===== src/rtl/led_frame_sequencer_if.sv =====
// Pixel RAM read port plus the parallel pixel bus into the serial LED encoder.
interface led_frame_sequencer_if #(
  parameter int ADDR_WIDTH = 6
);
  logic [ADDR_WIDTH-1:0] mem_addr;
  logic                  mem_rd_en;
  logic [23:0]           mem_rd_data;
  logic [23:0]           pixel_data;
  logic                  pixel_start;

  // Sequencer side: drives RAM reads and the encoder bus
  modport master (
    output mem_addr,
    output mem_rd_en,
    input  mem_rd_data,
    output pixel_data,
    output pixel_start
  );

  // RAM / encoder side
  modport slave (
    input  mem_addr,
    input  mem_rd_en,
    output mem_rd_data,
    input  pixel_data,
    input  pixel_start
  );
endinterface


===== src/rtl/led_frame_sequencer.sv =====
// Frame sequencer for a serial LED strip: reads one RAM word per LED, reorders it
// to wire order, holds it on the encoder bus for a full pixel time while the next
// word is prefetched, then enforces the strip latch gap before reporting done.
module led_frame_sequencer #(
  parameter int NUM_LEDS         = 60,
  parameter int ADDR_WIDTH       = 6,
  parameter int CLOCKS_PER_PIXEL = 96,
  parameter int LATCH_CYCLES     = 1024,
  parameter int GRB_ORDER        = 1
) (
  input  logic clock,
  input  logic reset,
  input  logic frame_start,
  output logic busy,
  output logic frame_done,
  led_frame_sequencer_if.master bus
);

  localparam int CLK_W = (CLOCKS_PER_PIXEL > 1) ? $clog2(CLOCKS_PER_PIXEL) : 1;
  localparam int LAT_W = (LATCH_CYCLES > 1) ? $clog2(LATCH_CYCLES) : 1;
  localparam int PIX_W = ADDR_WIDTH + 1;

  localparam logic [CLK_W-1:0] CLK_LAST = CLK_W'(CLOCKS_PER_PIXEL - 1);
  localparam logic [CLK_W-1:0] CLK_CAPT = CLK_W'(1);
  localparam logic [LAT_W-1:0] LAT_LAST = LAT_W'(LATCH_CYCLES - 1);
  localparam logic [PIX_W-1:0] PIX_LAST = PIX_W'(NUM_LEDS - 1);

  localparam logic [2:0] S_IDLE  = 3'd0;
  localparam logic [2:0] S_FETCH = 3'd1;
  localparam logic [2:0] S_WAIT  = 3'd2;
  localparam logic [2:0] S_SEND  = 3'd3;
  localparam logic [2:0] S_LATCH = 3'd4;

  logic [2:0]            state;
  logic [CLK_W-1:0]      clk_cnt;
  logic [LAT_W-1:0]      lat_cnt;
  logic [PIX_W-1:0]      pixel_cnt;
  logic [PIX_W-1:0]      pix_nxt;
  logic                  more_pix;
  logic [23:0]           shadow_p0;
  logic [23:0]           pix_p1;
  logic                  vld_p1;
  logic                  rd_en;
  logic [ADDR_WIDTH-1:0] rd_addr;

  // RAM word {R,G,B} to wire order
  function automatic logic [23:0] reorder(input logic [23:0] d);
    if (GRB_ORDER != 0)
      return {d[15:8], d[23:16], d[7:0]};
    else
      return d;
  endfunction

  assign pix_nxt  = pixel_cnt + PIX_W'(1);
  assign more_pix = (pixel_cnt < PIX_LAST);

  // Read strobe: first word in FETCH, then one prefetch at the start of each pixel but the last
  always_comb begin
    rd_en   = 1'b0;
    rd_addr = '0;
    if (state == S_FETCH) begin
      rd_en = 1'b1;
    end else if (state == S_SEND && clk_cnt == '0 && more_pix) begin
      rd_en   = 1'b1;
      rd_addr = pix_nxt[ADDR_WIDTH-1:0];
    end
  end

  assign bus.mem_rd_en   = rd_en;
  assign bus.mem_addr    = rd_addr;
  assign bus.pixel_data  = pix_p1;
  assign bus.pixel_start = vld_p1;

  // Frame state machine, pixel/latch counters and the two-deep pixel pipeline
  always_ff @(posedge clock or negedge reset) begin
    if (!reset) begin
      state      <= S_IDLE;
      busy       <= 1'b0;
      frame_done <= 1'b0;
      clk_cnt    <= '0;
      lat_cnt    <= '0;
      pixel_cnt  <= '0;
      shadow_p0  <= '0;
      pix_p1     <= '0;
      vld_p1     <= 1'b0;
    end else begin
      vld_p1     <= 1'b0;
      frame_done <= 1'b0;
      case (state)
        S_IDLE: begin
          // a request landing on the frame_done cycle is dropped on purpose
          if (frame_start && !frame_done) begin
            state <= S_FETCH;
            busy  <= 1'b1;
          end
        end
        S_FETCH: begin
          state <= S_WAIT;
        end
        S_WAIT: begin
          // p0: first word lands in the shadow; p1: bypassed straight onto the bus
          shadow_p0 <= bus.mem_rd_data;
          pix_p1    <= reorder(bus.mem_rd_data);
          vld_p1    <= 1'b1;
          pixel_cnt <= '0;
          clk_cnt   <= '0;
          state     <= S_SEND;
        end
        S_SEND: begin
          // p0: prefetched word arrives one cycle after its read strobe
          if (clk_cnt == CLK_CAPT && more_pix)
            shadow_p0 <= bus.mem_rd_data;
          // p1: swap pixels only at the end of a full pixel time
          if (clk_cnt == CLK_LAST) begin
            if (more_pix) begin
              pix_p1    <= reorder(shadow_p0);
              vld_p1    <= 1'b1;
              pixel_cnt <= pix_nxt;
              clk_cnt   <= '0;
            end else begin
              pix_p1  <= '0;
              lat_cnt <= '0;
              state   <= S_LATCH;
            end
          end else begin
            clk_cnt <= clk_cnt + CLK_W'(1);
          end
        end
        S_LATCH: begin
          if (lat_cnt == LAT_LAST) begin
            frame_done <= 1'b1;
            busy       <= 1'b0;
            state      <= S_IDLE;
          end else begin
            lat_cnt <= lat_cnt + LAT_W'(1);
          end
        end
        default: begin
          state <= S_IDLE;
          busy  <= 1'b0;
        end
      endcase
    end
  end

endmodule


===== src/flat_wrapper.sv =====
// flat-port wrapper written by rule: the top's interface ports become plain ports
module led_frame_sequencer_flat 
#(
  parameter int NUM_LEDS         = 60,
  parameter int ADDR_WIDTH       = 6,
  parameter int CLOCKS_PER_PIXEL = 96,
  parameter int LATCH_CYCLES     = 1024,
  parameter int GRB_ORDER        = 1
)
  (clock, reset, frame_start, busy, frame_done, bus_mem_addr, bus_mem_rd_en, bus_mem_rd_data, bus_pixel_data, bus_pixel_start);
  led_frame_sequencer_if #(.ADDR_WIDTH(ADDR_WIDTH)) bus_i ();
  input  logic clock;
  input  logic reset;
  input  logic frame_start;
  output logic busy;
  output logic frame_done;
  output wire logic [$bits(bus_i.mem_addr)-1:0] bus_mem_addr;
  output wire logic [$bits(bus_i.mem_rd_en)-1:0] bus_mem_rd_en;
  input wire logic [$bits(bus_i.mem_rd_data)-1:0] bus_mem_rd_data;
  output wire logic [$bits(bus_i.pixel_data)-1:0] bus_pixel_data;
  output wire logic [$bits(bus_i.pixel_start)-1:0] bus_pixel_start;
  assign bus_mem_addr = bus_i.mem_addr;
  assign bus_mem_rd_en = bus_i.mem_rd_en;
  assign bus_i.mem_rd_data = bus_mem_rd_data;
  assign bus_pixel_data = bus_i.pixel_data;
  assign bus_pixel_start = bus_i.pixel_start;
  led_frame_sequencer #(.NUM_LEDS(NUM_LEDS), .ADDR_WIDTH(ADDR_WIDTH), .CLOCKS_PER_PIXEL(CLOCKS_PER_PIXEL), .LATCH_CYCLES(LATCH_CYCLES), .GRB_ORDER(GRB_ORDER)) u_core (.clock(clock), .reset(reset), .frame_start(frame_start), .busy(busy), .frame_done(frame_done), .bus(bus_i));
endmodule

===== config.mk =====
export PLATFORM = sky130hd
export DESIGN_NAME = led_frame_sequencer_flat
export DESIGN_NICKNAME = d
export VERILOG_FILES = /design/src/rtl/led_frame_sequencer_if.sv /design/src/rtl/led_frame_sequencer.sv /design/src/flat_wrapper.sv
export SDC_FILE = /design/constraint.sdc
export NUM_CORES = 1
export LEC_CHECK = 0
export ABC_AREA = 0
export CELL_PAD_IN_SITES_DETAIL_PLACEMENT = 1
export CELL_PAD_IN_SITES_GLOBAL_PLACEMENT = 2
export CORE_MARGIN = 8
export CORE_UTILIZATION = 32
export CTS_BUF_LIST = sky130_fd_sc_hd__clkbuf_8
export CTS_CLUSTER_SIZE = 12
export DETAILED_ROUTE_END_ITERATION = 16
export GPL_TIMING_DRIVEN = 0
export PLACE_DENSITY = 0.87
export SLEW_MARGIN = 20
export SYNTH_ARGS = -nofsm -noshare
export SYNTH_HDL_FRONTEND = slang
export SYNTH_SLANG_ARGS = --single-unit

===== constraint.sdc =====
create_clock -name clock -period 1.7 [get_ports clock]
set_input_delay 0.34 -clock clock [delete_from_list [all_inputs] [get_ports clock]]
set_output_delay 0.34 -clock clock [all_outputs]
set_load 0.01 [all_outputs]

==> results of run 1 <==
[sequential cells by signal, summed over array words and instances, names as in the netlist]
register and count:
u_core.bus.pixel_start 1, u_core.frame_done 1, u_core.clk_cnt 7, u_core.pixel_cnt 7, u_core.state 3, u_core.shadow_p0 24, u_core.bus.pixel_data 24, u_core.lat_cnt 10
u_core.busy 1
[critical path, cell delays in order (launching register included)]
cell	delay, ns
dfrtp_1	0.49
nor3_4	0.29
and2_4	0.22
nand3_2	0.08
a211oi_2	0.25
buf_2	0.18
[where the power goes]
group / total (mW) / internal [mW] / switching [mW]
Clock: 1.28 / 0.544 / 0.734
Sequential: 1.96 / 1.91 / 0.0473
Combinational: 0.319 / 0.186 / 0.133
Total: 3.56 / 2.64 / 0.915
[synth_stat cells (2+ instances only)]
master / number
a21o_1: 6
and4_1: 2
ha_1: 5
o2bb2ai_1: 2
and2_1: 2
dfrtp_1: 78
clkbuf_1: 27
inv_1: 7
clkbuf_2: 2
nand2_1: 10
o21ai_1: 2
xnor2_1: 3
buf_2: 8
xor2_1: 2
o22a_1: 3
nand2b_1: 2
nand3_1: 37
mux2_2: 26
o21ai_0: 7
a211oi_1: 3
mux2i_1: 2
nor3_1: 6
a31oi_1: 7
a41oi_1: 3
nor4b_1: 2
nor2b_1: 2
nor2_1: 16
nand4_1: 27
a22o_1: 30
o31ai_1: 2
a21oi_1: 33
and3_1: 31
o211ai_1: 25
[kinds of logic after synthesis]
family                   count (synthesis)  synth area share (%)
adder cells (fa/ha/maj)                  5                  1.45
XOR/XNOR                                 5                  1.01
flip-flops                              78                  45.2
buffers and inverters                   45                  4.28
AND/OR/NAND/NOR                        146                  19.1
multiplexers                            28                  7.24
AO/OA/AOI/OAI                          132                  21.7
[layout by cell type, fill, tap and decap left out, drive strengths merged, types with 3 or more instances in the layout]
master,count
a211oi,4
a21o,6
a21oi,34
a22o,30
a31oi,7
a41oi,3
and3,31
buf,84
clkbuf,24
clkdlybuf4s50,52
dfrtp,78
ha,5
inv,12
mux2,26
nand2,10
nand3,37
nand4,27
nor2,17
nor3,6
o211ai,25
o21ai,10
o22a,3
xnor2,3
[cell type report]
class,count,share of cell area [%]
multi-input combinational,316,42.0
sequential,78,29.6
timing repair buffer,120,18.3
buffer,31,3.99
tap,176,3.33
clock buffer,10,2.08
inverter,7,0.397
clock inverter,6,0.359
[path summary, 6_finish.rpt]
kind / endpoint / slack [ns] / cells past startpoint
setup / recovery: bus_mem_rd_en / -0.52 / 5
hold / removal: u_core.pixel_cnt[4] / 0.46 / 2
setup reg to reg: u_core.lat_cnt[7] / -0.15 / 7
hold reg to reg: u_core.bus.pixel_data[5] / 0.51 / 1
max in group asynchronous: u_core.bus.pixel_data[21] / 0.62 / 3
min in group clock: u_core.bus.pixel_data[5] / 0.51 / 1
[metrics by stage]
step	hold slack [ns]	utilization, %
after floorplan	0.0444	-
after global placement	0.490	39.9
after detailed placement	0.320	40.1
after CTS	0.466	46.1
after global routing	0.485	50.0
final	0.460	50.0
[timing repair]
| item | CTS | global route |
|---|---|---|
| endpoints found under the setup margin | 77 | 72 |
| gates cloned | 2 | 5 |
| hold buffers | 1 | 0 |
| resized for setup | 127 | 109 |
| endpoints found under the hold margin | 29 | 0 |
| pin swaps | 24 | 41 |
| setup buffers | 33 | 23 |
[routing by layer]
metal	share of wire [%]	wire length (µm)
met3	4.1	665
met1	44	7210
met2	50	8210
met5	0	0
met4	1.8	293
==> impl_summary.md, run 1 <==
Run status
The flow ran to the end, but the final reports show violations. The checks that failed: negative setup slack.

Yosys
The number of instances in the synthesized netlist is 439. Sorting the synthesized cells by area gives the leading types as dfrtp_1 45%, mux2_2 6.8%, a22o_1 6.1%. The synthesized design devotes to its leading area cell type 45.2% of total area.

Counting flops with an async set or reset pin after synthesis yields a share of 100%. The number of warnings reported in the yosys synthesis log is 0. dfrtp_1 takes more of the synthesized area than any other cell. The distinct cell type count after synthesis is 52. Counting every net in the synthesized netlist gives 471.

Counting flops and latches in the post-synthesis netlist gives 78. Summing the sequential cell areas from Yosys gives 45.2% of the chip area. The number of synthesized flops with an enable pin is 0. The synthesized cell area is 4320 µm². The most used flip-flop cell after synthesis is dfrtp_1.

After synthesis, the mean cell area works out to 9.85 µm².

Timing
Setup repair after global routing could not meet its margin everywhere. The post-layout minimum cycle time is 2.22 ns. The slew at the pin with the worst max-slew slack is 0.461 ns. Timing would allow up to 0.450 GHz. The final count of pins violating max slew is 0. Setup violations remaining at the end of the flow were counted as 55. The hold violation count in the final report is 0.

The final setup skew is 0.0115 ns. The final clock period utilization by the worst path is 131%. The final sum of negative setup slack is -6.76 ns. In the post-route analysis, the smallest setup slack over all paths is -0.522 ns. The worst max-slew margin expressed relative to the limit is 69.3%.

Drt
The detailed router placed 4307 vias in this run. For this block, the initial DRC count from the detailed router was 392. The remaining antenna violation count after routing is 0.

After detailed routing, the number of remaining DRC violations is 0. The final layout contains routed wiring with a total length of 16400 µm. Before antenna repair, the detailed router went through 4 iterations. Dividing the detail-routed wire length by the instance count gives 22.0 µm. The number of vias per cell is 5.79.

Clock tree
TritonCTS built the clock tree. Buffers inserted during clock tree synthesis total 9. The root buffer selected by CTS is clkbuf_8. The buffer depth of the longest clock path is 2. For the worst-skew pair, the clock arrives at the later sink with an insertion delay of 0.37 ns. For this design, the sink count on the clock tree is 78. The register clock-pin slew on the reported worst setup and hold paths is 0.09 ns. The H-tree generated during clock tree synthesis spans 3 levels.

Placement
In this run the cell area measured after placement is 5310 µm². The congestion estimate from routability-driven global placement came to 0.842. In this run, placement finished with an instance count of 676.

The worst-case setup slack after placement is -0.892 ns. Once detailed placement completed, the half-perimeter wirelength came to 9640 µm. The number of I/O port buffers is 60.

Power and ir drop
The total power of the final layout is 3.56 mW. For this design the static power due to leakage is 2.98 nW. Across the VDD grid, the largest voltage drop is 0.000316 V.

The power density over the cells is 538 nW/µm².

Global route
The aggregate global-route resource usage is 17.1%. Global routing used 28.7% of the available met2 tracks. Global routing consumed, on the met3 layer, 3.32% of the routing resources. Entering global routing, the biggest net connects 50 pins. The global-route wire length before repair is 24400 µm.

Global routing consumed, on the met1 layer, 21.3% of the routing resources. The initial antenna violation count was 0. The layer flagged by global routing as most heavily used is met2. The via count of the first global-routing pass is 4553. The overflow left after global routing is 0.

Final layout
In the final layout, flip-flops and latches occupy 1960 µm². Relative to the synthesized area, the layout overhead comes to 53.1%. The diode insertion count for antenna repair is 0. The net count of the finished layout is 595.

The finished layout cell area is 6620 µm². The number of fillers in the final layout is 1437. The finished layout holds 744 standard cells, fillers aside. Of the cells placed in the final design, the portion with a size suffix greater than 1 is 39.3%. Summing all multi-input logic gate instances after layout gives 2780 µm².

Floorplanning
The total area inside the core boundary comes to 13200 µm². The count of standard-cell rows is 42. The count of boundary I/O pins is 61.

The die height is 132 µm. The starting utilization of the core area is 32.6%. The horizontal extent of the die is 132 µm.

The full die area is 17500 µm².

Setup path
The critical path launch point type is a register. In this run the worst path has a maximum fanout of 7. The startpoint identified for the worst register-to-register timing path is u_core.state[2]. The critical path is of the reg -> out type. The required time of the worst setup path is 1.36 ns.

The critical path startpoint is u_core.clk_cnt[5]. STA classifies the critical path endpoint as an output pin. For the worst setup path, the data arrival time is 1.88 ns.

Run
The tool flagged a number of max-cap violations equal to 0.

Min path
The tightest min-delay check is of the in -> async type.
Power figures use the tool's default switching activity.
==> run 2, diff against run 1 <==
PLACE_DENSITY = default   (was 0.87)
PLACE_DENSITY_LB_ADDON = 0.15   (was default)
==> run 2 against run 1 <==
Critical path depth is 1 higher. Clock-buffer cell count is 1 higher. Flip-flop and latch count stayed put. Largest cell class unchanged. Core utilization is 2.9 points lower. Die area stayed put. The flow still finishes with violations (negative setup slack). Power is 0.12% higher. Maximum frequency is 2.6% higher. Global-route usage is 0.071 points lower. Routed wire length is 7.6% lower. First-iteration DRC count is 23% lower. Register-to-register slack worse by 0.05 ns. Clock skew is 0.0024 ns higher.
==> impl_summary.md, run 2 (same netlist as run 1, synthesis figures left out) <==
Drt
The final routed wire length divided by cell count is 20.6 µm (-6.2%). The number of optimization iterations in the first detailed-route pass is 4 (unchanged). The DRC marker count from the first detailed-route iteration was 300 (-23%). The routed wire length is 15100 µm (-7.6%). The number of design rule violations left after detail routing is 0 (unchanged).

The number of vias per cell is 5.67 (-2.1%). The remaining antenna violation count after routing came to 0 (unchanged). The total via count after detailed routing was 4154 (-3.6%).

Clock tree
The number of clock buffers inserted by TritonCTS is 9 (unchanged). The level count of the clock H-tree is 3 (unchanged). The buffer depth of the longest clock path is 2 (unchanged).

The register clock-pin slew on the reported worst setup and hold paths is 0.09 ns (about the same). The clock latency on the worst-skew pair is 0.37 ns (about the same). The CTS tree is done. The number of clock sinks is 78 (unchanged). The cell sitting at the root of the clock tree is a clkbuf_8.

Timing
Setup repair after global routing could not meet its margin everywhere. The final setup skew was 0.0139 ns (+0.00243 ns). The slew at the pin with the worst max-slew slack is 0.563 ns (+0.103 ns). The final count of pins violating max slew is 0 (unchanged). The final worst-path setup slack came to -0.467 ns (+0.0557 ns). The worst max-slew margin expressed relative to the limit is 62.3% (-7.0 points). The hold violation count in the final report is 0 (unchanged). The minimum hold slack is 0.461 ns (+0.000443 ns). The maximum clock frequency is 0.462 GHz (+2.6%). The final sum of negative setup slack came to -6.61 ns (+0.145 ns). The number of setup violations in the final report is 45 (-18%). The post-layout minimum cycle time is 2.17 ns (-0.0557 ns). The final clock period utilization by the worst path was 127% (-3.3 points).

Global route
The aggregate global-route resource usage is 17.0% (-0.071 points). The overflow left after global routing is 0 (unchanged). The via count of the first global-routing pass is 4419 (-2.9%). The maximum number of pins on one net before global-route repair came to 48 (-4.0%). The initial antenna violation count is 0 (unchanged).

The global-route wire length before repair is 24100 µm (-1.2%).

Floorplanning
The starting utilization of the core area came to 32.6% (unchanged). The die height is 132 µm (unchanged). The full die area came to 17500 µm² (unchanged). The count of boundary I/O pins was 61 (unchanged). The horizontal extent of the die is 132 µm (unchanged). The count of standard-cell rows is 42 (unchanged). The placeable core region is 13200 µm² (unchanged).

Final layout
The library cell used most frequently in the layout, excluding fill and tap cells, is dfrtp_1. The number of fillers in the final layout is 1474 (+2.6%). The share of the core filled with cells came to 47.1% (-2.9 points). The diode insertion count for antenna repair is 0 (unchanged). The layout overhead on the synthesized area is 44.2%. The number of nets at the end of the flow is 585 (-1.7%). The fraction of layout instances using a drive strength above 1 was 32.1% (-7.1 points).

In the layout the commonest cells are 72 x dfrtp_1, 52 x clkdlybuf4s50_1, 34 x buf_4, 32 x nand3_1, 30 x a22o_1.

Placement
The estimated wirelength of the detail-placed design came to 9700 µm (+0.64%). The worst-case setup slack after placement is -0.884 ns (+0.00852 ns). The number of I/O port buffers is 60 (unchanged).

The routability-driven placement congestion ratio is 0.756 (-10%).

Run
The count of max-cap constraint violations is 0 (unchanged).

Power and ir drop
The maximum vdd drop is 0.000374 V (+18%). The leakage power total was 2.88 nW (-3.5%). The power density over the cells is 571 nW/µm² (+6.2%). The total power of the final layout is 3.56 mW (+0.12%).

Run status
The flow ran to the end, but the final reports show violations. The checks that failed: negative setup slack.

Setup path
The arrival time at the worst endpoint is 1.83 ns (-0.05 ns). The maximum fanout encountered on the critical timing path is 6 (-1). The required time of the worst setup path is 1.36 ns (about the same).

The worst setup path is launched from a register. STA classifies the critical path endpoint as an output pin. The class of the most critical setup path is reg -> out.

Min path
The min-delay analysis places its worst path in the category in -> async.
[run 2: cell count changes in the layout (fill, tap and decap cells not counted), sizes merged]
cell	previous run	this run
buf	84	70
clkbuf	24	29
inv	12	10
[run 2: final timing paths]
kind	from	to	slack, ns	cells past startpoint
max	u_core.pixel_cnt[0]	bus_mem_addr[3]	-0.47	6
min	reset	u_core.shadow_p0[4]	0.46	2
max reg2reg	u_core.clk_cnt[0]	u_core.bus.pixel_data[9]	-0.20	10
min reg2reg	u_core.bus.pixel_data[6]	u_core.bus.pixel_data[6]	0.51	1
max in group asynchronous	reset	u_core.lat_cnt[6]	0.61	3
min in group clock	u_core.bus.pixel_data[6]	u_core.bus.pixel_data[6]	0.51	1
[run 2: repair_timing]
action / in CTS / in global routing
pin swaps: 20 / 26
setup endpoints to repair: 76 / 76
gates resized for setup: 103 / 53
hold buffers: 1 / 0
cloned: 2 / 0
buffers inserted: 30 / 18
endpoints found under the hold margin: 31 / 0
[run 2: critical path, stage by stage (launching register included)]
cell and delay (ns):
dfrtp_2 0.41, a21o_1 0.23, a211oi_4 0.26, buf_6 0.14
nand3_4 0.14, a21oi_2 0.14, buf_2 0.14
[run 2: layout make-up]
cell class	count	area, µm²	share of cell area (%)
clock buffer	11	151	2.43
sequential	78	1960	31.4
inverter	7	26.3	0.421
clock inverter	4	16.3	0.261
timing repair buffer	110	1070	17.2
multi-input combinational	316	2560	41.1
buffer	31	230	3.69
tap	176	220	3.53
[run 2: report_power, final]
group / leakage [nW] / switching, mW / internal [mW] / total (mW)
Sequential: 0.934 / 0.0412 / 1.91 / 1.95
Clock: 0.0990 / 0.713 / 0.586 / 1.30
Combinational: 1.84 / 0.126 / 0.183 / 0.309
Total: 2.88 / 0.880 / 2.68 / 3.56
[run 2: stage by stage]
stage                     cell area [µm²]  instances
final                                6230        733
after floorplan                      4460        439
after CTS                            5990        722
after detailed placement             5310        676
after global routing                 6230        733
after global placement               5280        675
[run 2: layer usage]
| layer | track usage (%) | share of wire, % | up-vias |
|---|---|---|---|
| met5 | 0 | 0 | - |
| met4 | 6.06 | 1.6 | 0 |
| met3 | 3.62 | 3.4 | 18 |
| met2 | 28.0 | 49 | 80 |
| met1 | 21.6 | 46 | 2133 |
| li1 | - | - | 1923 |
==> run 3, diff against run 2 <==
--- a/config.mk
+++ b/config.mk
@@ -10,5 +10,5 @@
 export CELL_PAD_IN_SITES_GLOBAL_PLACEMENT = 2
 export CORE_MARGIN = 8
-export CORE_UTILIZATION = 32
+export CORE_UTILIZATION = 36
 export CTS_BUF_LIST = sky130_fd_sc_hd__clkbuf_8
 export CTS_CLUSTER_SIZE = 12
==> constraint.sdc (replaced) <==
create_clock -name clock -period 2.2 [get_ports clock]
set_input_delay 0.44 -clock clock [delete_from_list [all_inputs] [get_ports clock]]
set_output_delay 0.44 -clock clock [all_outputs]
set_load 0.005 [all_outputs]
==> run 3 against run 2 <==
The flow still finishes with violations (negative setup slack). Non-clock buffer count decreased by 31. Sequential power decreased by 23%. Clock skew decreased by 0.0040 ns. Register-to-register slack improved by 0.25 ns. Critical path depth unchanged. Core utilization decreased by 0.87 points. Combinational power decreased by 31%. Largest cell class unchanged.
==> impl_summary.md, run 3 (same netlist as run 1, synthesis figures left out) <==
Run status
The run finished, with violations left. The final reports fail on negative setup slack.

Timing
The final count of pins violating max slew is 0 (unchanged). The routed design could run at a clock period as short as 2.25 ns. The worst max-slew margin expressed relative to the limit is 46.5% (-16 points).

The final clock period utilization by the worst path is 102%. The final worst-path setup slack is -0.0545 ns (+0.412 ns). The minimum hold slack is 0.131 ns (-0.330 ns). The final setup skew was 0.00986 ns (-0.00405 ns). Setup repair after global routing could not meet its margin everywhere.

The number of setup violations in the final report came to 7 (-84%). The slew at the pin with the worst max-slew slack was 0.800 ns (+0.236 ns). The final sum of negative setup slack came to -0.272 ns (+6.34 ns).

The maximum clock frequency is 0.444 GHz. The hold violation count in the final report was 0 (unchanged).

Global route
The maximum number of pins on one net before global-route repair is 51 (+6.3%). The overflow left after global routing was 0 (unchanged). The initial antenna violation count was 0 (unchanged). The via count of the first global-routing pass is 4303 (-2.6%). The global-route wire length before repair is 23600 µm (-2.3%). The aggregate global-route resource usage was 18.5% (+1.4 points).

Setup path
The kind of end point of the critical path is an output pin. The highest cell delay on the worst timing path is 0.41 ns (about the same). The reg-to-reg setup timing slack is 0.05 ns (+0.25 ns). The maximum fanout encountered on the critical timing path is 6 (unchanged).

The cell with the largest stage delay on the worst path is dfrtp_1. The critical path launch point type is a register. The dominant delay contributor by cell family on the critical path is compound AO/OA/AOI/OAI gates. The critical path goes through a21o_4 -> a211oi_4 -> buf_6 -> nand3_4 -> a21oi_2 -> buf_2.

The arrival time at the worst endpoint was 1.81 ns (-0.02 ns). The count of buffering cells on the critical path with inverters included is 2 (unchanged). The required time of the worst setup path came to 1.76 ns (+0.40 ns). The critical path is of the reg -> out type.

Floorplanning
The placeable core region was 11900 µm² (-10%). The count of standard-cell rows was 40 (-4.8%). The full die area is 15800 µm² (-9.8%). The count of boundary I/O pins was 61 (unchanged).

The horizontal extent of the die was 126 µm (-5.0%). The starting utilization of the core area is 36.4% (+3.8 points). The die height is 126 µm (-5.0%).

Clock tree
The level count of the clock H-tree is 3 (unchanged). The clock latency on the worst-skew pair was 0.36 ns (about the same). The number of clock buffers inserted by TritonCTS is 9 (unchanged).

The register clock-pin slew on the reported worst setup and hold paths is 0.08 ns (about the same). The buffer depth of the longest clock path is 2 (unchanged). The quantity of hold-fixing buffers added after cts is 0 (-1). The root buffer selected by CTS is clkbuf_8. The number of clock sinks came to 78 (unchanged). TritonCTS built the clock tree.

Power and ir drop
The internal portion of total power is 2.14 mW (-20%). The total net switching power was 0.645 mW (-27%). The clock share of power is 38.2% (+1.7 points).

The fraction of power spent switching nets is 23.2% (-1.6 points). The power density over the cells came to 508 nW/µm² (-11%). The maximum vdd drop was 0.000240 V (-36%). The total power of the final layout is 2.78 mW (-22%). The sequential share of power was 54.2% (-0.6 points). The leakage power total is 2.41 nW (-16%). The part of the power in combinational logic is 7.6% (-1.1 points).

Drt
The DRC marker count from the first detailed-route iteration is 192 (-36%). The final routed wire length divided by cell count is 21.2 µm (+2.5%). The routed wire length was 14200 µm (-5.9%). The total via count after detailed routing came to 3995 (-3.8%). The remaining antenna violation count after routing was 0 (unchanged). The number of design rule violations left after detail routing is 0 (unchanged). The number of vias per cell is 5.94 (+4.7%). The number of optimization iterations in the first detailed-route pass is 4 (unchanged).

Placement
The worst-case setup slack after placement came to -0.768 ns (+0.116 ns). The placed cell count is 647 (-4.3%). The number of I/O port buffers came to 60 (unchanged). The estimated wirelength of the detail-placed design is 9620 µm (-0.86%). The routability-driven placement congestion ratio is 0.799 (+5.8%). The total placed instance area is 5120 µm² (-3.4%).

Min path
The worst hold-check path type is in -> async.

Final layout
The area taken by flip-flops and latches was 1960 µm² (about the same). The share of the core filled with cells is 46.2% (-0.87 points). The number of nets at the end of the flow was 554 (-5.3%). The finished layout cell area is 5480 µm² (-12%). The diode insertion count for antenna repair is 0 (unchanged). The area taken by multi-input logic gates is 2270 µm² (-11%). The fraction of layout instances using a drive strength above 1 is 17.7% (-14 points). The post-route non-filler standard cell count was 673 (-8.2%). Leaving out fill and tap cells, the most frequent cell in the layout is dfrtp_1.

The layout overhead on the synthesized area is 26.8%. In the layout the commonest cells are 73 x dfrtp_1, 52 x clkdlybuf4s50_1, 36 x nand3_1, 32 x a21oi_1. The number of fillers in the final layout is 1357 (-7.9%).

Run
The count of max-cap constraint violations is 0 (unchanged).
==> run 3: cell count changes in the layout (fill, tap and decap cells not counted), moves of 5 or more <==
cell	previous run	this run
clkbuf_1	1	25
mux2_2	4	26
mux2_4	22	0
buf_4	34	17
buf_6	16	3
clkbuf_2	11	1
clkbuf_4	6	1
==> run 3: worst paths after layout <==
check	startpoint	to	cells after the start
max in group asynchronous	reset	u_core.bus.pixel_data[17]	2
worst max register to register	u_core.clk_cnt[0]	u_core.lat_cnt[3]	5
worst min-delay path	reset	u_core.bus.pixel_data[0]	1
min in group clock	u_core.bus.pixel_data[4]	u_core.bus.pixel_data[4]	1
worst max-delay path	u_core.pixel_cnt[1]	bus_mem_addr[3]	6
worst min register to register	u_core.bus.pixel_data[4]	u_core.bus.pixel_data[4]	1
==> run 3: what timing repair did <==
action / 4_1_cts / 5_1_grt
buffers inserted: 12 / 1
setup endpoints to repair: 47 / 49
gates resized for setup: 56 / 5
pin swaps: 10 / 3
==> run 3: layer usage <==
| layer | up-vias | track usage [%] | wire length [µm] |
|---|---|---|---|
| li1 | 1846 | - | - |
| met1 | 2053 | 24.1 | 6680 |
| met2 | 79 | 29.5 | 6710 |
| met3 | 17 | 3.78 | 626 |
| met4 | 0 | 6.88 | 223 |
| met5 | - | 0 | 0 |
==> run 3: power groups by stage <==
stage	registers [mW]	clock network (mW)	logic, mW
after detailed placement	1.54	0	0.217
after global placement	1.53	0	0.209
final	1.51	1.06	0.212
after global routing	1.52	1.14	0.234
after CTS	1.51	1.11	0.218
after floorplan	1.53	0	0.0611
==> run 3: final cells by class <==
| cell class | instances | area share (%) |
|---|---|---|
| Multi-Input combinational cell | 316 | 41.5 |
| Sequential cell | 78 | 35.7 |
| Clock buffer | 10 | 2.51 |
| Timing Repair Buffer | 74 | 12.4 |
| Inverter | 7 | 0.479 |
| Tap cell | 147 | 3.36 |
| Buffer | 36 | 3.24 |
| Clock inverter | 5 | 0.822 |
==> RTL change 1, RTL diff (settings of run 1) <==
`GRB_ORDER` is set to 1 in 2 places; all go to 0.
--- a/src/rtl/led_frame_sequencer.sv
+++ b/src/rtl/led_frame_sequencer.sv
@@ -7,5 +7,5 @@
   parameter int CLOCKS_PER_PIXEL = 96,
   parameter int LATCH_CYCLES     = 1024,
-  parameter int GRB_ORDER        = 1
+  parameter int GRB_ORDER        = 0
 ) (
   input  logic clock,
--- a/src/flat_wrapper.sv
+++ b/src/flat_wrapper.sv
@@ -6,5 +6,5 @@
   parameter int CLOCKS_PER_PIXEL = 96,
   parameter int LATCH_CYCLES     = 1024,
-  parameter int GRB_ORDER        = 1
+  parameter int GRB_ORDER        = 0
 )
   (clock, reset, frame_start, busy, frame_done, bus_mem_addr, bus_mem_rd_en, bus_mem_rd_data, bus_pixel_data, bus_pixel_start);
Behaviour: not the same (Yosys sat finds a counterexample within 4 cycles, from zero or initial values and one cycle with reset low).
==> RTL change 1 against run 1 <==
- the run ends with hold timing, setup timing left
- final area fell by 1.9%
- first-iteration DRC count decreased by 42%
- area after synthesis grew 0.35%
- synthesized cell count rose by 0.23%
- worst setup slack lost 0.038 ns
- wire length increased by 0.71%
- count of clock-buffer cells in the layout is the same
- via count grew 0.53%
- total power is 7.8% higher
- clock skew about the same
- sequential cell count did not move
- highest routed layer unchanged
==> RTL change 1: results (changes against run 1) <==
Critical path
  • Beginning of the worst register-to-register path: u_core.state[0] (was u_core.state[2])
  • Signal arrival time at the worst endpoint: 1.92 ns (was 1.88 ns)
  • Internal reg-to-reg setup slack: -0.26 ns (was -0.15 ns)
  • Count of cells along the worst register-to-register path: 10 (was 7)
  • Largest fanout of any net on the critical path: 2 (was 7)
  • Worst r2r dst: u_core.lat_cnt[4] (was u_core.lat_cnt[7])

Synth
  • Most used standard cells in the synthesized netlist: dfrtp_1 (78), nand3_1 (36), a21oi_1 (34) (was dfrtp_1 (78), nand3_1 (37), a21oi_1 (33))
  • Avg Cell Area, Syn: 9.86 um^2 (was 9.85 um^2)
  • Proportion of synthesized chip area in sequential cells: 45.0% (was 45.2%)
  • Async set or reset register ratio after synthesis: 100% (unchanged)
  • Post-Syn Nets: 472 (was 471)
  • Cells taking the most area after synthesis: dfrtp_1 (45%), mux2_2 (6.7%), a22o_1 (6.1%), and3_1 (4.5%), o211ai_1 (4.3%) (was dfrtp_1 (45%), mux2_2 (6.8%), a22o_1 (6.1%), and3_1 (4.5%), o211ai_1 (4.3%))

Layout
  • Number of antenna cells inserted: 0 (unchanged)
  • Share of post-route cells with drive strength above 1: 35.2% (was 39.3%)
  • Final standard cell count with taps included and fillers excluded: 742 (was 744)
  • Nets: 593 (was 595)

Placed design
  • DP Area: 0.00523 mm^2 (was 0.00531 mm^2)
  • Detailed-placement wirelength estimate: 9.74 mm (was 9.64 mm)
  • Total placed cells including tap cells: 677 (was 676)
  • Worst slack after detailed placement: -1.09 ns (was -0.892 ns)
  • Final GP Congestion: 0.845 (was 0.842)
  • Quantity of I/O buffers inserted on ports: 60 (unchanged)

Outcome
  • Failing checks: hold timing, setup timing (was setup timing)
  • Result of the run: finished, violations left (unchanged)

Global routing
  • First-pass GRT wire length: 25.8 mm (was 24.4 mm)
  • Number of global-route vias before repair: 4649 (was 4553)
  • Global-route usage over all layers: 18.1% (was 17.1%)
  • Pin count of the biggest net entering global routing: 49 (was 50)

Timing
  • Hold WS: -0.00816 ns (was 0.460 ns)
  • Final Skew: 0.0112 ns (was 0.0115 ns)
  • Minimum setup slack in the final design: -0.561 ns (was -0.522 ns)
  • Relative slew slack: 54.2% (was 69.3%)
  • Hold Fails Final Rpt: 4 (was 0)
  • Number of setup violations in the final report: 39 (was 55)
  • TNS Setup: -6.79 ns (was -6.76 ns)

Clock network
  • Cts bufs inserted: 9 (unchanged)
  • Buffer levels on the longest clock path: 2 (unchanged)
  • CTS tree: yes (unchanged)

Pwr
  • Leakage component of the power: 2.91 nW (was 2.98 nW)
  • VDD IR max: 0.000586 V (was 0.000316 V)

Routing
  • Routed via count: 4330 (was 4307)
  • Mean routed wirelength per cell: 22.2 um (was 22.0 um)
  • Starting DRT DRC Count: 228 (was 392)
## RTL change 1: cell count changes in the layout (fill, tap and decap cells not counted), moves of 3 or more
cell | before | now
a21oi_1 | 12 | 29
a21oi_2 | 21 | 5
and3_1 | 14 | 28
and3_4 | 17 | 2
clkbuf_8 | 10 | 13
inv_1 | 12 | 9
mux2_2 | 1 | 13
mux2_4 | 25 | 13
nor2_2 | 4 | 8
## RTL change 1: final cells by class
| cell class | instances | area [um^2] |
|---|---|---|
| inverters | 7 | 26.3 |
| multi-input cells | 316 | 2610 |
| well taps | 176 | 220 |
| clock inverters | 6 | 77.6 |
| clock buffers | 10 | 138 |
| flip-flops and latches | 78 | 1960 |
| fillers | 1467 | 6750 |
| plain buffers | 33 | 334 |
| repair buffers | 116 | 1130 |
## RTL change 1: routing by layer
layer  wire length, um  global-route usage, %  up-vias
met5                 0                  0.292        -
met4               329                   6.31        0
met3               747                   4.77       22
met2              8100                   29.3      105
met1              7320                   22.9     2263
li1                  -                      -     1940
## RTL change 1: critical path, stage by stage (launching register included)
cell and delay (ns):
dfrtp_1 0.41, a21o_1 0.25, a21oi_2 0.22, buf_4 0.17, nand3_2 0.10, a211oi_4 0.25
buf_2 0.17
## RTL change 1: worst max path at each step
stage / start / end / cells after the start
2_1_floorplan: u_core.state[2] / bus_mem_addr[3] / 6
3_3_place_gp: reset / u_core.lat_cnt[8] / 1
3_5_place_dp: u_core.state[0] / bus_mem_addr[4] / 7
4_1_cts: u_core.state[2] / bus_mem_addr[3] / 7
5_1_grt: u_core.state[0] / bus_mem_addr[3] / 7
6_report: u_core.pixel_cnt[1] / bus_mem_rd_en / 6
## RTL change 1: what timing repair did
action                                  CTS  global route
hold endpoints to repair                  0             0
gates cloned                              4             2
resized for setup                       125            84
pin swaps                                43            25
endpoints found under the setup margin   78            79
buffers inserted                         30            28
## RTL change 1: cells by family (layout without fill, tap and decap cells)
logic type / Yosys count / count (layout) / synth area share (%)
fa+ha+maj: 5 / 5 / 1.44
buf+inv: 46 / 172 / 4.50
flops: 78 / 78 / 45.0
simple gates: 146 / 146 / 19.3
compound gates: 132 / 132 / 21.6
mux: 28 / 28 / 7.21
xor+xnor: 5 / 5 / 1.01
## RTL change 1: through the flow
step	utilization, %	hold slack, ns
floorplan	-	0.0444
finish	49.0	-0.00816
CTS	45.7	0.0105
global placement	39.4	0.490
detailed placement	39.5	0.425
global route	49.0	0.0348
## RTL change 1: where the power goes
group	switching [mW]	internal (mW)
combinational	0.129	0.172
clock	0.727	0.853
sequential	0.0433	1.91
==> RTL change 2, RTL diff (config.mk and constraints of run 1) <==
Made on the original files. Put one more register stage on the output `frame_done`. The value now appears one clock later. The other outputs are not delayed to match. Comments in the files are not updated.
--- a/src/rtl/led_frame_sequencer.sv
+++ b/src/rtl/led_frame_sequencer.sv
@@ -31,4 +31,6 @@
   localparam logic [2:0] S_SEND  = 3'd3;
   localparam logic [2:0] S_LATCH = 3'd4;
+
+  logic frame_done_s0;
 
   logic [2:0]            state;
@@ -77,5 +79,5 @@
       state      <= S_IDLE;
       busy       <= 1'b0;
-      frame_done <= 1'b0;
+      frame_done_s0 <= 1'b0;
       clk_cnt    <= '0;
       lat_cnt    <= '0;
@@ -86,9 +88,9 @@
     end else begin
       vld_p1     <= 1'b0;
-      frame_done <= 1'b0;
+      frame_done_s0 <= 1'b0;
       case (state)
         S_IDLE: begin
           // a request landing on the frame_done cycle is dropped on purpose
-          if (frame_start && !frame_done) begin
+          if (frame_start && !frame_done_s0) begin
             state <= S_FETCH;
             busy  <= 1'b1;
@@ -129,5 +131,5 @@
         S_LATCH: begin
           if (lat_cnt == LAT_LAST) begin
-            frame_done <= 1'b1;
+            frame_done_s0 <= 1'b1;
             busy       <= 1'b0;
             state      <= S_IDLE;
@@ -144,4 +146,8 @@
   end
 
+  always_ff @(posedge clock) begin
+    frame_done <= frame_done_s0;
+  end
+
 endmodule
 
Behaviour: same outputs for any inputs over 10 cycles, from zero or initial values and one cycle with reset low; that may be too few to reach the edited logic, so the function may still have changed.
==> RTL change 2 against run 1 <==
- the run still ends with setup timing left
- non-clock buffer count is 1 lower
- sequential cell count up 1
- area after synthesis rose by 0.46%
- wire length shrank 0.87%
- final area down 0.19%
- worst setup slack got worse by 0.00084 ns
- first-iteration DRC count down 10%
- clock skew is 0.0040 ns higher
- total power rose by 15%
==> RTL change 2: results (changes against run 1) <==
Timing
  • Slew at the pin closest to its max-slew limit: 0.434 ns (was 0.461 ns)
  • Minimum setup slack in the final design: -0.523 ns (was -0.522 ns)
  • TNS Setup: -6.30 ns (was -6.76 ns)
  • Final Skew: 0.0154 ns (was 0.0115 ns)
  • Number of setup violations in the final report: 42 (was 55)

Layout
  • Share of post-route cells with drive strength above 1: 36.8% (was 39.3%)
  • Number of ordinary and repair buffers in the finished layout: 150 (was 151)
  • Non-clock buffering overhead in the final layout: 22.2% (was 22.3%)
  • Fillers: 1441 (was 1437)
  • Number of flip-flops and latches: 79 (was 78)
  • Area growth syn-to-layout: 52.1% (was 53.1%)
  • Multi-input logic portion of the cell area: 40.4% (was 42.0%)

Synth
  • Mux cell area share after synthesis: 7.20% (was 7.24%)
  • Count of unique library cells instantiated by Yosys: 53 (was 52)
  • Summed instance area of the synthesized netlist: 0.00434 mm^2 (was 0.00432 mm^2)
  • Proportion of synthesized chip area in sequential cells: 45.4% (was 45.2%)
  • Post-synthesis compound-gate area fraction: 21.6% (was 21.7%)
  • Post-Syn Nets: 472 (was 471)
  • Adder-cell share of the synthesized area: 1.44% (was 1.45%)

Routing
  • DR vias/cell: 5.78 (was 5.79)
  • Mean routed wirelength per cell: 21.8 um (was 22.0 um)
  • Met3 wire length: 582 um (was 665 um)

Clock network
  • Post-cts sizing count: 131 (was 127)
  • Post-CTS repair timing setup buffer count: 31 (was 33)

Critical path
  • Largest stage delay, worst path: 0.41 ns (was 0.49 ns)
  • Category of cells accounting for the largest share of critical-path delay: buffers and inverters (was simple AND/OR/NAND/NOR gates)
  • Largest fanout of any net on the critical path: 4 (was 7)

Global routing
  • First-pass GRT wire length: 24.8 mm (was 24.4 mm)
  • M3 GR Usage: 2.95% (was 3.32%)
  • Global-route usage over all layers: 17.6% (was 17.1%)
  • Number of global-route vias before repair: 4561 (was 4553)
  • Pin count of the biggest net entering global routing: 51 (was 50)

Outcome
  • Result of the run: finished, violations left (unchanged)
  • Failing checks: setup timing (unchanged)

Placed design
  • Worst slack after detailed placement: -0.894 ns (was -0.892 ns)
  • DP Area: 0.00533 mm^2 (was 0.00531 mm^2)
  • Total placed cells including tap cells: 677 (was 676)

Pwr
  • VDD IR max: 0.000335 V (was 0.000316 V)
  • Leakage component of the power: 2.99 nW (was 2.98 nW)
-- RTL change 2: cell types whose count changed after synthesis, sizes merged --
cell	before	now
dfxtp	0	1
-- RTL change 2: path summary, 6_finish.rpt --
path	from	endpoint	slack, ns	cells past startpoint
hold / removal	u_core.frame_done_s0	u_core.frame_done	0.38	0
hold reg to reg	u_core.frame_done_s0	u_core.frame_done	0.38	0
setup reg to reg	u_core.clk_cnt[1]	u_core.bus.pixel_data[9]	-0.14	7
max in group asynchronous	reset	u_core.shadow_p0[12]	0.64	3
min in group asynchronous	reset	u_core.bus.pixel_start	0.44	2
setup / recovery	u_core.pixel_cnt[1]	bus_mem_addr[4]	-0.52	7
-- RTL change 2: where the power goes --
part	internal, mW	leakage, nW	total, mW	switching [mW]
logic	0.186	1.92	0.319	0.133
registers	1.94	0.944	1.98	0.0446
clock network	1.01	0.122	1.78	0.774
total	3.13	2.99	4.08	0.951
